===== src/rtl/blob_run_ctrl.sv =====
// blob_run_ctrl: per-frame sequencer for the blob-counting analyzer.
// Arms the analyzer, streams a thresholded frame from the SDRAM read FIFO,
// optionally triggers the size-categorization pass, and latches results.
// Optional feature macro: BLOB_CATEG_EN (adds the CATEG state, drives
// o_blob_switch and latches o_bigger/o_smaller).
module blob_run_ctrl #(
  parameter int IMG_COL     = 800,
  parameter int IMG_ROW     = 600,
  parameter int TIMEOUT_CYC = 2**20,
  parameter int CAT_WAIT    = 4096
) (
  input  logic       i_clk,
  input  logic       i_rst_n,
  input  logic       i_start,
  input  logic [7:0] i_thresh,
  input  logic       i_invert,
  input  logic       i_pix_valid,
  input  logic [7:0] i_pix_luma,
  output logic       o_rd_req,
  output logic       o_blob_valid,
  output logic       o_blob_seq,
  output logic       o_blob_switch,
  input  logic       i_blob_sdram_req,
  input  logic       i_blob_done,
  input  logic [7:0] i_blob_count,
  input  logic [7:0] i_blob_bigger,
  input  logic [7:0] i_blob_smaller,
  output logic [7:0] o_count,
  output logic [7:0] o_bigger,
  output logic [7:0] o_smaller,
  output logic       o_result_valid,
  output logic       o_busy,
  output logic [1:0] o_err
);

  localparam int               PIX_W    = 19;
  localparam logic [PIX_W-1:0] PIX_LAST = PIX_W'(IMG_COL * IMG_ROW - 1);
  localparam int               WD_W     = $clog2(TIMEOUT_CYC + 1);
  localparam logic [WD_W-1:0]  WD_LAST  = WD_W'(TIMEOUT_CYC - 1);

  localparam logic [1:0] ERR_NONE     = 2'd0;
  localparam logic [1:0] ERR_UNDERRUN = 2'd1;
  localparam logic [1:0] ERR_TIMEOUT  = 2'd2;

  typedef enum logic [2:0] {
    S_IDLE,
    S_ARM,
    S_STREAM,
    S_WAIT_RES,
`ifdef BLOB_CATEG_EN
    S_CATEG,
`endif
    S_LATCH,
    S_RELEASE
  } state_t;

  state_t           state_reg, state_next;
  logic [PIX_W-1:0] pix_cnt_reg;
  logic [WD_W-1:0]  wd_cnt_reg;
  logic [7:0]       thr_reg;
  logic             inv_reg;
  logic             underrun_reg;
  logic             seq_reg;
  logic [1:0]       err_reg;
  logic [7:0]       count_reg;
  logic [7:0]       bigger_reg;
  logic [7:0]       smaller_reg;
  logic             result_valid_reg;

  logic start_acc;
  logic timeout;
  logic latch_en;
  logic stream_bit;

`ifdef BLOB_CATEG_EN
  localparam int              CAT_W    = $clog2(CAT_WAIT + 1);
  localparam logic [CAT_W-1:0] CAT_LAST = CAT_W'(CAT_WAIT);
  logic [CAT_W-1:0] cat_cnt_reg;
`else
  // Large/small counts are not consumed without the categorize pass.
  logic unused_categ;
  assign unused_categ = ^{i_blob_bigger, i_blob_smaller};
`endif

  // State register; reset forces IDLE immediately, dropping valid/rd_req.
  always_ff @(posedge i_clk or negedge i_rst_n) begin
    if (!i_rst_n) state_reg <= S_IDLE;
    else          state_reg <= state_next;
  end

  // Next-state decode plus single-cycle control strobes.
  always_comb begin
    state_next = state_reg;
    start_acc  = 1'b0;
    timeout    = 1'b0;
    latch_en   = 1'b0;
    case (state_reg)
      S_IDLE: begin
        if (i_start) begin
          start_acc  = 1'b1;
          state_next = S_ARM;
        end
      end
      S_ARM: begin
        if (i_blob_sdram_req) begin
          state_next = S_STREAM;
        end else if (wd_cnt_reg == WD_LAST) begin
          timeout    = 1'b1;
          state_next = S_RELEASE;
        end
      end
      S_STREAM: begin
        if (pix_cnt_reg == PIX_LAST) state_next = S_WAIT_RES;
      end
      S_WAIT_RES: begin
        if (i_blob_done) begin
          if (underrun_reg) state_next = S_RELEASE;
`ifdef BLOB_CATEG_EN
          else              state_next = S_CATEG;
`else
          else              state_next = S_LATCH;
`endif
        end else if (wd_cnt_reg == WD_LAST) begin
          timeout    = 1'b1;
          state_next = S_RELEASE;
        end
      end
`ifdef BLOB_CATEG_EN
      S_CATEG: begin
        if (cat_cnt_reg == CAT_LAST) state_next = S_LATCH;
      end
`endif
      S_LATCH: begin
        latch_en   = 1'b1;
        state_next = S_RELEASE;
      end
      S_RELEASE: begin
        if (!i_blob_done) state_next = S_IDLE;
      end
      default: state_next = S_IDLE;
    endcase
  end

  // Pixel counter advances every STREAM cycle; the watchdog restarts on any state change.
  always_ff @(posedge i_clk or negedge i_rst_n) begin
    if (!i_rst_n) begin
      pix_cnt_reg <= '0;
      wd_cnt_reg  <= '0;
    end else begin
      pix_cnt_reg <= (state_reg == S_STREAM) ? pix_cnt_reg + PIX_W'(1) : '0;
      if (state_next != state_reg)
        wd_cnt_reg <= '0;
      else if (state_reg == S_ARM || state_reg == S_WAIT_RES)
        wd_cnt_reg <= wd_cnt_reg + WD_W'(1);
      else
        wd_cnt_reg <= '0;
    end
  end

`ifdef BLOB_CATEG_EN
  // Categorize wait counter: cycle 0 carries the trigger pulse.
  always_ff @(posedge i_clk or negedge i_rst_n) begin
    if (!i_rst_n) cat_cnt_reg <= '0;
    else          cat_cnt_reg <= (state_reg == S_CATEG) ? cat_cnt_reg + CAT_W'(1) : '0;
  end
`endif

  // Binarize the incoming pixel; once underrun, the analyzer only sees zeros.
  assign stream_bit = ((i_pix_luma >= thr_reg) ^ inv_reg) & i_pix_valid & ~underrun_reg;

  // Run configuration, stream flags and the sticky error code.
  always_ff @(posedge i_clk or negedge i_rst_n) begin
    if (!i_rst_n) begin
      thr_reg      <= '0;
      inv_reg      <= 1'b0;
      underrun_reg <= 1'b0;
      seq_reg      <= 1'b0;
      err_reg      <= ERR_NONE;
    end else begin
      seq_reg <= (state_reg == S_STREAM) & stream_bit;
      if (start_acc) begin
        thr_reg      <= i_thresh;
        inv_reg      <= i_invert;
        underrun_reg <= 1'b0;
        err_reg      <= ERR_NONE;
      end else if (timeout) begin
        err_reg <= ERR_TIMEOUT;
      end else if (state_reg == S_STREAM && !i_pix_valid) begin
        underrun_reg <= 1'b1;
        err_reg      <= ERR_UNDERRUN;
      end
    end
  end

  // Result latch; validity drops on a new run or when a run times out.
  always_ff @(posedge i_clk or negedge i_rst_n) begin
    if (!i_rst_n) begin
      count_reg        <= '0;
      bigger_reg       <= '0;
      smaller_reg      <= '0;
      result_valid_reg <= 1'b0;
    end else begin
      if (start_acc || timeout) begin
        result_valid_reg <= 1'b0;
      end else if (latch_en) begin
        count_reg        <= i_blob_count;
`ifdef BLOB_CATEG_EN
        bigger_reg       <= i_blob_bigger;
        smaller_reg      <= i_blob_smaller;
`endif
        result_valid_reg <= 1'b1;
      end
    end
  end

  assign o_busy         = (state_reg != S_IDLE);
  assign o_rd_req       = (state_reg == S_STREAM);
  assign o_blob_valid   = o_busy && (state_reg != S_RELEASE);
  assign o_blob_seq     = seq_reg;
`ifdef BLOB_CATEG_EN
  assign o_blob_switch  = (state_reg == S_CATEG) && (cat_cnt_reg == '0);
`else
  assign o_blob_switch  = 1'b0;
`endif
  assign o_count        = count_reg;
  assign o_bigger       = bigger_reg;
  assign o_smaller      = smaller_reg;
  assign o_result_valid = result_valid_reg;
  assign o_err          = err_reg;

endmodule

===== config.mk =====
export PLATFORM = sky130hd
export DESIGN_NAME = blob_run_ctrl
export DESIGN_NICKNAME = d
export VERILOG_FILES = /design/src/rtl/blob_run_ctrl.sv
export SDC_FILE = /design/constraint.sdc
export NUM_CORES = 1
export LEC_CHECK = 0
export ABC_AREA = 1
export CAP_MARGIN = 20
export CORE_MARGIN = 2
export CORE_UTILIZATION = 68
export DETAILED_ROUTE_END_ITERATION = 12
export DONT_BUFFER_PORTS = 1
export GPL_ROUTABILITY_DRIVEN = 0
export PLACE_DENSITY = 0.92
export SLEW_MARGIN = 20
export SYNTH_ARGS = -nofsm -noshare
export SYNTH_HDL_FRONTEND = slang
export SYNTH_SLANG_ARGS = --single-unit

===== constraint.sdc =====
create_clock -name i_clk -period 2.9 [get_ports i_clk]
set_clock_uncertainty 0.1 [all_clocks]
set_input_delay 0.435 -clock i_clk [delete_from_list [all_inputs] [get_ports i_clk]]
set_output_delay 0.435 -clock i_clk [all_outputs]
set_load 0.01 [all_outputs]

# --- After elaboration in Yosys (flattened, before gate mapping) ---
# Index checks and enable logic that the tools add are counted.
word_totals:
  input_bits: 47
  ff_bits: 65
  output_inout_bits: 32
  elab_cells: 67
op_classes:
  add_sub_neg: 2
  n_mux: 26
  bitwise: 6
  eq_ne: 10
  n_reduce_logical: 12
  magnitude_cmp: 1
op_table:
  columns: ["operator", "count"]
  rows:
  - ["$mux 21", 2]
  - ["$add 21x1->21 const B", 1]
  - ["$eq 21x20->1 const B", 1]
  - ["$add 19x1->19 const B", 1]
  - ["$eq 19x19->1 const B", 1]
  - ["$mux 19", 1]
  - ["$mux 3", 6]
  - ["$pmux 3 s6", 1]
  - ["$mux 1", 12]
  - ["$ge 8x8->1", 1]
  - ["$eq 3x2->1 const B", 2]
  - ["$eq 3x3->1 const B", 2]
  - ["$mux 2", 3]
  - ["$reduce_bool 3->1", 2]
  - ["$reduce_and 2->1", 2]
  - ["$reduce_bool 2->1", 2]
  - ["$and 1x1->1", 3]
  - ["$eq 3x1->1 const B", 1]
  - ["$logic_not 3->1", 1]
  - ["$ne 3x3->1", 1]
  - ["$ne 3x3->1 const B", 1]
  - ["$logic_and 1x1->1", 2]
  - ["$logic_or 1x1->1", 2]
  - ["$ne 2x2->1 const B", 1]
  - ["4 further kinds", 5]

# --- Longest topological paths before layout ---
# Gate-level depths: netlist (run 1).
logic_depth:
  ltp_word: 7
  depth_mapped: 13
  mapped_depth_nobuf: 12

# --- Least setup slack after synthesis (run 1) ---
# OpenSTA, ideal clock, no wires.
synth_path:
  path_type: "reg-to-reg"
  startpoint: "reg wd_cnt_reg[0]"
  endpoint: "reg wd_cnt_reg[11]"
  path_buffers: 1
  period_less_slack_ns: 1.772
  t_arrival_ns: 1.550
  stages_incl_launch_ff: 14
  slack_ns: 1.128
  required_time_ns: 2.678
  setup_ns: 0.122
  cell_sequence: "dfrtp_1 > ha_1 > nand2_1 > nor2_2 > nand2_4 > nor2_4 > nand2_2 > nand2_2 > nand2_2 > nand3_2 > nand2_1 > nand2_2 > buf_6 > nor2_2"
synth_via:
  elab_chain_len: 6
  elab_cells_between_ends: 9
  classes_between: "1 x add/sub; 2 x eq/ne; 6 x mux"
synth_lines:
  columns: ["item", "line", "source"]
  rows:
  - ["from (decl)", "59", "logic [WD_W-1:0] wd_cnt_reg;"]
  - ["from (signal assigned)", "154", "wd_cnt_reg <= wd_cnt_reg + WD_W'(1);"]
  - ["$eq 21x20->1", "107, 123", null]
  - ["$mux 3", "107, 123", null]
  - ["$mux 3, on equally long branches", "116, 105", null]
  - ["$pmux 3 s6", "97", "case (state_reg)"]
  - ["$ne 3x3->1", "151", "if (state_next != state_reg)"]
  - ["$mux 21 (*)", "151", null]
# Every way passes the cells marked *; elsewhere a longest branch is shown, timed or not.
# A chain may end at the register's enable or synchronous reset.

# --- Worst setup path in the final report (run 1) ---
layout_path:
  startpoint: "reg wd_cnt_reg[0]"
  endpoint: "reg wd_cnt_reg[4]"
# The elaborated chain is that of the path after synthesis.

==> flow_summary.ini, run 1 <==
[status]
status = finished, final reports clean

[clock_network]
post_cts_buffers = 0
htreeDepth = 3
cts_buffers = 9
clockBufferDepth = 2
cts_resized = 0
ctsHoldBuffers = 2
cts.root.buffer_cell = clkbuf_8
cts_tree = yes
clk_pin_slew_worst_paths_ns = 0.07
clk_latency_ns = 0.34
numClockSinks = 65

[hold_path]
holdPathStages = 2
hold_path_startpoint = i_invert
min_to = inv_reg
worstHoldPathType = in2reg

[sta]
fin_crit_ns = 2.33
setup_viol = 0
clock.fmax_mhz = 429
fin_crit_sh = 0.804
rsz0062_at_grt = false
setup_slack_ns = 0.567
timing.hold.ws_ns = 0.114
drv_slew = 0
tightest_slew_ns = 0.700
fin_setup_tns_ns = 0
maxSlewHeadroom = 0.532
hold_viol_final = 0

[synth]
muxShareOfSynthArea = 0.0245
ys_ff_latch = 65
avgSynthCellArea_sq_um = 8.16
synth-xor-area-share = 0.0143
synth_compound_area_frac = 0.0735
synth-seq-area-share = 0.442
yosys.cell_types.count = 33
synth.cell_area_sq_um = 3680
synth_cells = 451
synth_top_family_by_area = simple AND/OR/NAND/NOR gates
synth_fa_ha_area_frac = 0.0340
synth_warnings = 16
synth_simple_gate_area_frac = 0.307

[global_route]
overflow = 0
grt_max_degree = 66
grt_pass1_wl_mm = 12.7
antenna_found_initial = 0
grt_pass1_vias = 2916
track_usage = 0.269

[final_layout]
nNetsFinal = 515
insertedDiodeCount = 0
design_area_sq_um = 3900
drive_gt1_frac = 0.173
fillCellCount = 351
multi_input_area_sq_um = 1730
ff_latch_area_sq_um = 1630
largest_reg_flops = 21
areaGrowthSynthToFinish_pct = 6.12

[worst_setup_path]
reg2regPathDepth = 13
start_kind = flop
rr_endpoint = wd_cnt_reg[4]
critPathKind = reg2reg
worst-path-max-fanout = 15
reg2reg_slack_ns = 0.57
endpoint_kind = flop
arrival_ns = 2.47
worstReg2RegStart = wd_cnt_reg[0]
cp_data_required_time_ns = 3.03

[floorplanning]
core_sq_um = 5170
die_w_um = 77.6
dieArea_sq_um = 6010
initial_utilization = 0.711
rows = 26
die_h_um = 77.6
io_pins = 79

[pwr]
totalPowerFinal_mw = 3.13
vdd_drop_max_v = 0.000983
leakage_nw = 1.82
power_density_nw_per_um2 = 803

[placed_design]
portBuffers = 0
place_area_sq_um = 3670
place_ws_ns = 0.607
hpwl_mm = 5.12

[routing]
via_per_inst = 5.62
routed_wl_mm = 7.44
vias = 2988
first_iter_violations = 219
drc = 0
wl_per_cell_um = 14.0
ant_nets = 0
first_pass_iters = 5

[flow_run]
maxCapViolCount = 0
## cells by family (layout without fill, tap and decap cells)
family                   count (synthesis)  after routing
XOR/XNOR                                 6              6
AO/OA/AOI/OAI                           49             49
buffers and inverters                   78             73
multiplexers                             8              8
other                                    1             17
adder cells (fa/ha/maj)                 10             10
flip-flops                              65             65
AND/OR/NAND/NOR                        234            234
## where the power goes
part           switching, mW  internal (mW)  total (mW)  leakage, nW
Clock                  0.332          0.436       0.769        0.102
Sequential             0.172           1.08        1.25        0.867
Combinational          0.762          0.350        1.11        0.849
Total                   1.27           1.87        3.13         1.82
## layout by cell type, fill, tap and decap left out, types with 7 or more instances in the layout
| master | n |
|---|---|
| mux2_2 | 8 |
| o21ai_0 | 21 |
| ha_1 | 10 |
| conb_1 | 17 |
| a21oi_1 | 18 |
| nor2_1 | 43 |
| clkbuf_8 | 11 |
| nand4_1 | 10 |
| dfrtp_1 | 65 |
| nand3_1 | 35 |
| inv_1 | 47 |
| nor3_1 | 7 |
| nand2_1 | 87 |
| nor2_2 | 27 |
## worst max path at each step
stage                              from        endpoint  slack, ns  cells past startpoint
after CTS                 wd_cnt_reg[0]   wd_cnt_reg[4]       0.57                     13
after detailed placement   state_reg[2]   wd_cnt_reg[4]       0.61                     11
after global routing      wd_cnt_reg[0]   wd_cnt_reg[4]       0.32                     13
after global placement     state_reg[2]   wd_cnt_reg[4]       0.63                     11
after floorplan           wd_cnt_reg[0]  wd_cnt_reg[11]       1.13                     13
final                     wd_cnt_reg[0]   wd_cnt_reg[4]       0.57                     13
## critical path, cell delays in order, from the launching register on
cell and delay (ns):
dfrtp_1 0.39, ha_1 0.18, nand2_1 0.09, nor2_2 0.20
nand2_4 0.12, nor2_4 0.16, nand3_1 0.09, nand2_1 0.09
nand3_1 0.06, nand2_1 0.09, nor2_2 0.04, nand2_2 0.34
buf_4 0.23, nor2_2 0.03
## routing by layer
layer,routed length (um),global-route usage,part of all wire
met1,3050,0.323,0.41
met2,3590,0.433,0.48
met3,563,0.105,0.076
met4,226,0.114,0.030
met5,0,0,0
## per-stage QoR
stage,instances,util
after global routing,532,0.755
after floorplan,467,-
after global placement,515,0.710
after CTS,532,0.755
after detailed placement,515,0.710
final,532,0.755
## cell usage after synthesis
| master | number | share of area |
|---|---|---|
| a211oi_1 | 1 | 0.0020 |
| a21boi_0 | 2 | 0.0041 |
| a21oi_1 | 18 | 0.024 |
| buf_2 | 1 | 0.0014 |
| buf_4 | 18 | 0.037 |
| buf_6 | 2 | 0.0061 |
| clkbuf_1 | 4 | 0.0041 |
| clkinv_1 | 1 | 0.0010 |
| conb_1 | 1 | 0.0010 |
| dfrtp_1 | 65 | 0.44 |
| ha_1 | 10 | 0.034 |
| inv_1 | 47 | 0.048 |
| inv_2 | 4 | 0.0041 |
| inv_4 | 1 | 0.0017 |
| mux2_2 | 8 | 0.024 |
| nand2_1 | 87 | 0.089 |
| nand2_2 | 6 | 0.010 |
| nand2_4 | 2 | 0.0061 |
| nand3_1 | 35 | 0.048 |
| nand3_2 | 5 | 0.014 |
| nand3b_1 | 1 | 0.0020 |
| nand4_1 | 10 | 0.017 |
| nor2_1 | 43 | 0.044 |
| nor2_2 | 27 | 0.046 |
| nor2_4 | 3 | 0.0092 |
| nor3_1 | 7 | 0.0095 |
| nor4_1 | 2 | 0.0034 |
| o211ai_1 | 2 | 0.0041 |
| o21a_1 | 1 | 0.0020 |
| o21ai_0 | 21 | 0.029 |
| o21bai_1 | 4 | 0.0082 |
| or2_2 | 6 | 0.010 |
| xor2_1 | 6 | 0.014 |
## cell type report
cell class              count  share of cell area
clock inverters             3              0.0103
well taps                  70              0.0224
repair buffers              5              0.0154
flip-flops and latches     65               0.417
multi-input cells         324               0.444
inverters                  53              0.0516
clock buffers              12              0.0397
Power figures use the tool's default switching activity.
==> run 2: changes to the inputs <==
Settings changed: CORE_UTILIZATION 68 to 64, PLACE_DENSITY 0.92 to 0.88.
Clock period 2.9 ns to 2.2 ns, I/O delays scaled along.
==> run 2 against run 1 <==
Wire length fell by 1.9%. Setup slack got worse by 0.40 ns. Worst hold slack got worse by 0.10 ns. Maximum frequency rose by 14%. Highest routed layer unchanged.
==> flow_summary.ini, run 2 (synthesized netlist as in run 1, its figures left out) <==
[floorplanning]
die_h_um = 79.8
io_pins = 79
die_w_um = 79.8
initial_utilization = 0.664
dieArea_sq_um = 6370
core_sq_um = 5540
rows = 27

[pwr]
comb_power_share = 0.371
power_frac_clock = 0.239
power.share.switching = 0.392
internal-power_mw = 2.56
leakage_nw = 1.85
totalPowerFinal_mw = 4.21
power_density_nw_per_um2 = 1060
p_seq_frac = 0.389
vdd_drop_max_v = 0.00110
p_switching_mw = 1.65

[final_layout]
insertedDiodeCount = 0
finish.utilization = 0.717
fillCellCount = 400
multi_input_area_sq_um = 1740
ff_latch_area_sq_um = 1630
layout_common_cells = nand2_1, dfrtp_1, inv_1
final_common_cell = nand2_1
drive_gt1_frac = 0.182
areaGrowthSynthToFinish_pct = 7.93
largest_reg_flops = 21
nNetsFinal = 520

[clock_network]
cts_tree = yes
cts_buffers = 9
clk_latency_ns = 0.34
clk_pin_slew_worst_paths_ns = 0.07
cts.root.buffer_cell = clkbuf_8
clockBufferDepth = 2
htreeDepth = 3
numClockSinks = 65

[worst_setup_path]
start_kind = flop
reg2regPathDepth = 13
cp_data_required_time_ns = 2.32
arrival_ns = 2.16
endpoint_kind = flop
critPathKind = reg2reg
worst-path-max-fanout = 11

[global_route]
grt_pass1_wl_mm = 12.3
overflow = 0
antenna_found_initial = 0
grt_max_degree = 66
track_usage = 0.250
grt_pass1_vias = 2946

[sta]
maxSlewHeadroom = 0.516
fin_crit_ns = 2.04
rsz0062_at_grt = false
hold_viol_final = 0
fin_setup_tns_ns = 0
timing.hold.ws_ns = 0.0124
tightest_slew_ns = 0.719
fin_crit_sh = 0.926
clock.fmax_mhz = 491
setup_viol = 0
drv_slew = 0

[routing]
wl_per_cell_um = 13.5
drc = 0
via_per_inst = 5.58
ant_nets = 0
first_pass_iters = 5
vias = 3005
first_iter_violations = 204
routed_wl_mm = 7.29

[hold_path]
holdPathStages = 2
worstHoldPathType = in2reg

[status]
status = finished, final reports clean

[flow_run]
maxCapViolCount = 0

[placed_design]
hpwl_mm = 4.89
portBuffers = 0
run 2: changes by cell type in the layout (fill, tap and decap cells not counted):
cell / delta
buf_6: +1
buf_4: +2
nor2_4: +1
dlygate4sd3_1: +1
nor2_1: -1
buf_12: +1
run 2: critical path, cell delays in order (launching register included):
cell,delay [ns]
dfrtp_1,0.40
ha_1,0.20
nand2_1,0.11
nor2_4,0.15
nand2_4,0.11
nor2_4,0.15
nand3_1,0.10
nand2_1,0.11
nand3_1,0.07
nand2_1,0.08
nor2_2,0.04
nand2_2,0.09
buf_12,0.15
nor2_1,0.05
run 2: layout make-up:
class	instances	share of cell area
inverter	53	0.0507
tap	72	0.0227
multi-input combinational	324	0.438
clock buffer	12	0.0391
clock inverter	3	0.0101
sequential	65	0.410
timing repair buffer	10	0.0293
run 2: final timing paths:
| kind | from | end | slack, ns |
|---|---|---|---|
| setup / recovery | wd_cnt_reg[0] | wd_cnt_reg[20] | 0.16 |
| max in group asynchronous | i_rst_n | pix_cnt_reg[11] | 1.30 |
| min in group asynchronous | i_rst_n | wd_cnt_reg[6] | 0.44 |
| hold reg to reg | inv_reg | o_blob_seq | 0.37 |
| setup reg to reg | wd_cnt_reg[0] | wd_cnt_reg[20] | 0.16 |
| hold / removal | i_invert | inv_reg | 0.01 |
run 2: power groups by stage:
stage / Sequential [mW] / Clock (mW) / Combinational, mW
after CTS: 1.64 / 1.02 / 1.54
after detailed placement: 1.65 / 0 / 1.49
final: 1.64 / 1.01 / 1.56
after global placement: 1.65 / 0 / 1.44
after floorplan: 1.59 / 0 / 1.24
after global routing: 1.67 / 1.07 / 1.74
run 2: layer usage:
layer	global-route usage	wire, um	vias to the layer above
li1	-	-	1441
met1	0.310	3130	1421
met2	0.413	3450	125
met3	0.0633	543	18
met4	0.112	171	0
met5	0	0	-
run 2: metrics by stage:
stage	instance area [sq um]	std cells	setup slack (ns)
finish	3970	539	0.162
global route	3970	539	0.0105
CTS	3940	537	0.0655
detailed placement	3700	519	0.131
global placement	3700	519	0.225
floorplan	3740	467	0.428
run 2: what timing repair did:
| action | in CTS | in global routing |
|---|---|---|
| hold endpoints to repair | 66 | 0 |
| setup buffers | 0 | 2 |
| resized for setup | 0 | 3 |
| endpoints found under the setup margin | 0 | 22 |
| hold buffers | 3 | 0 |
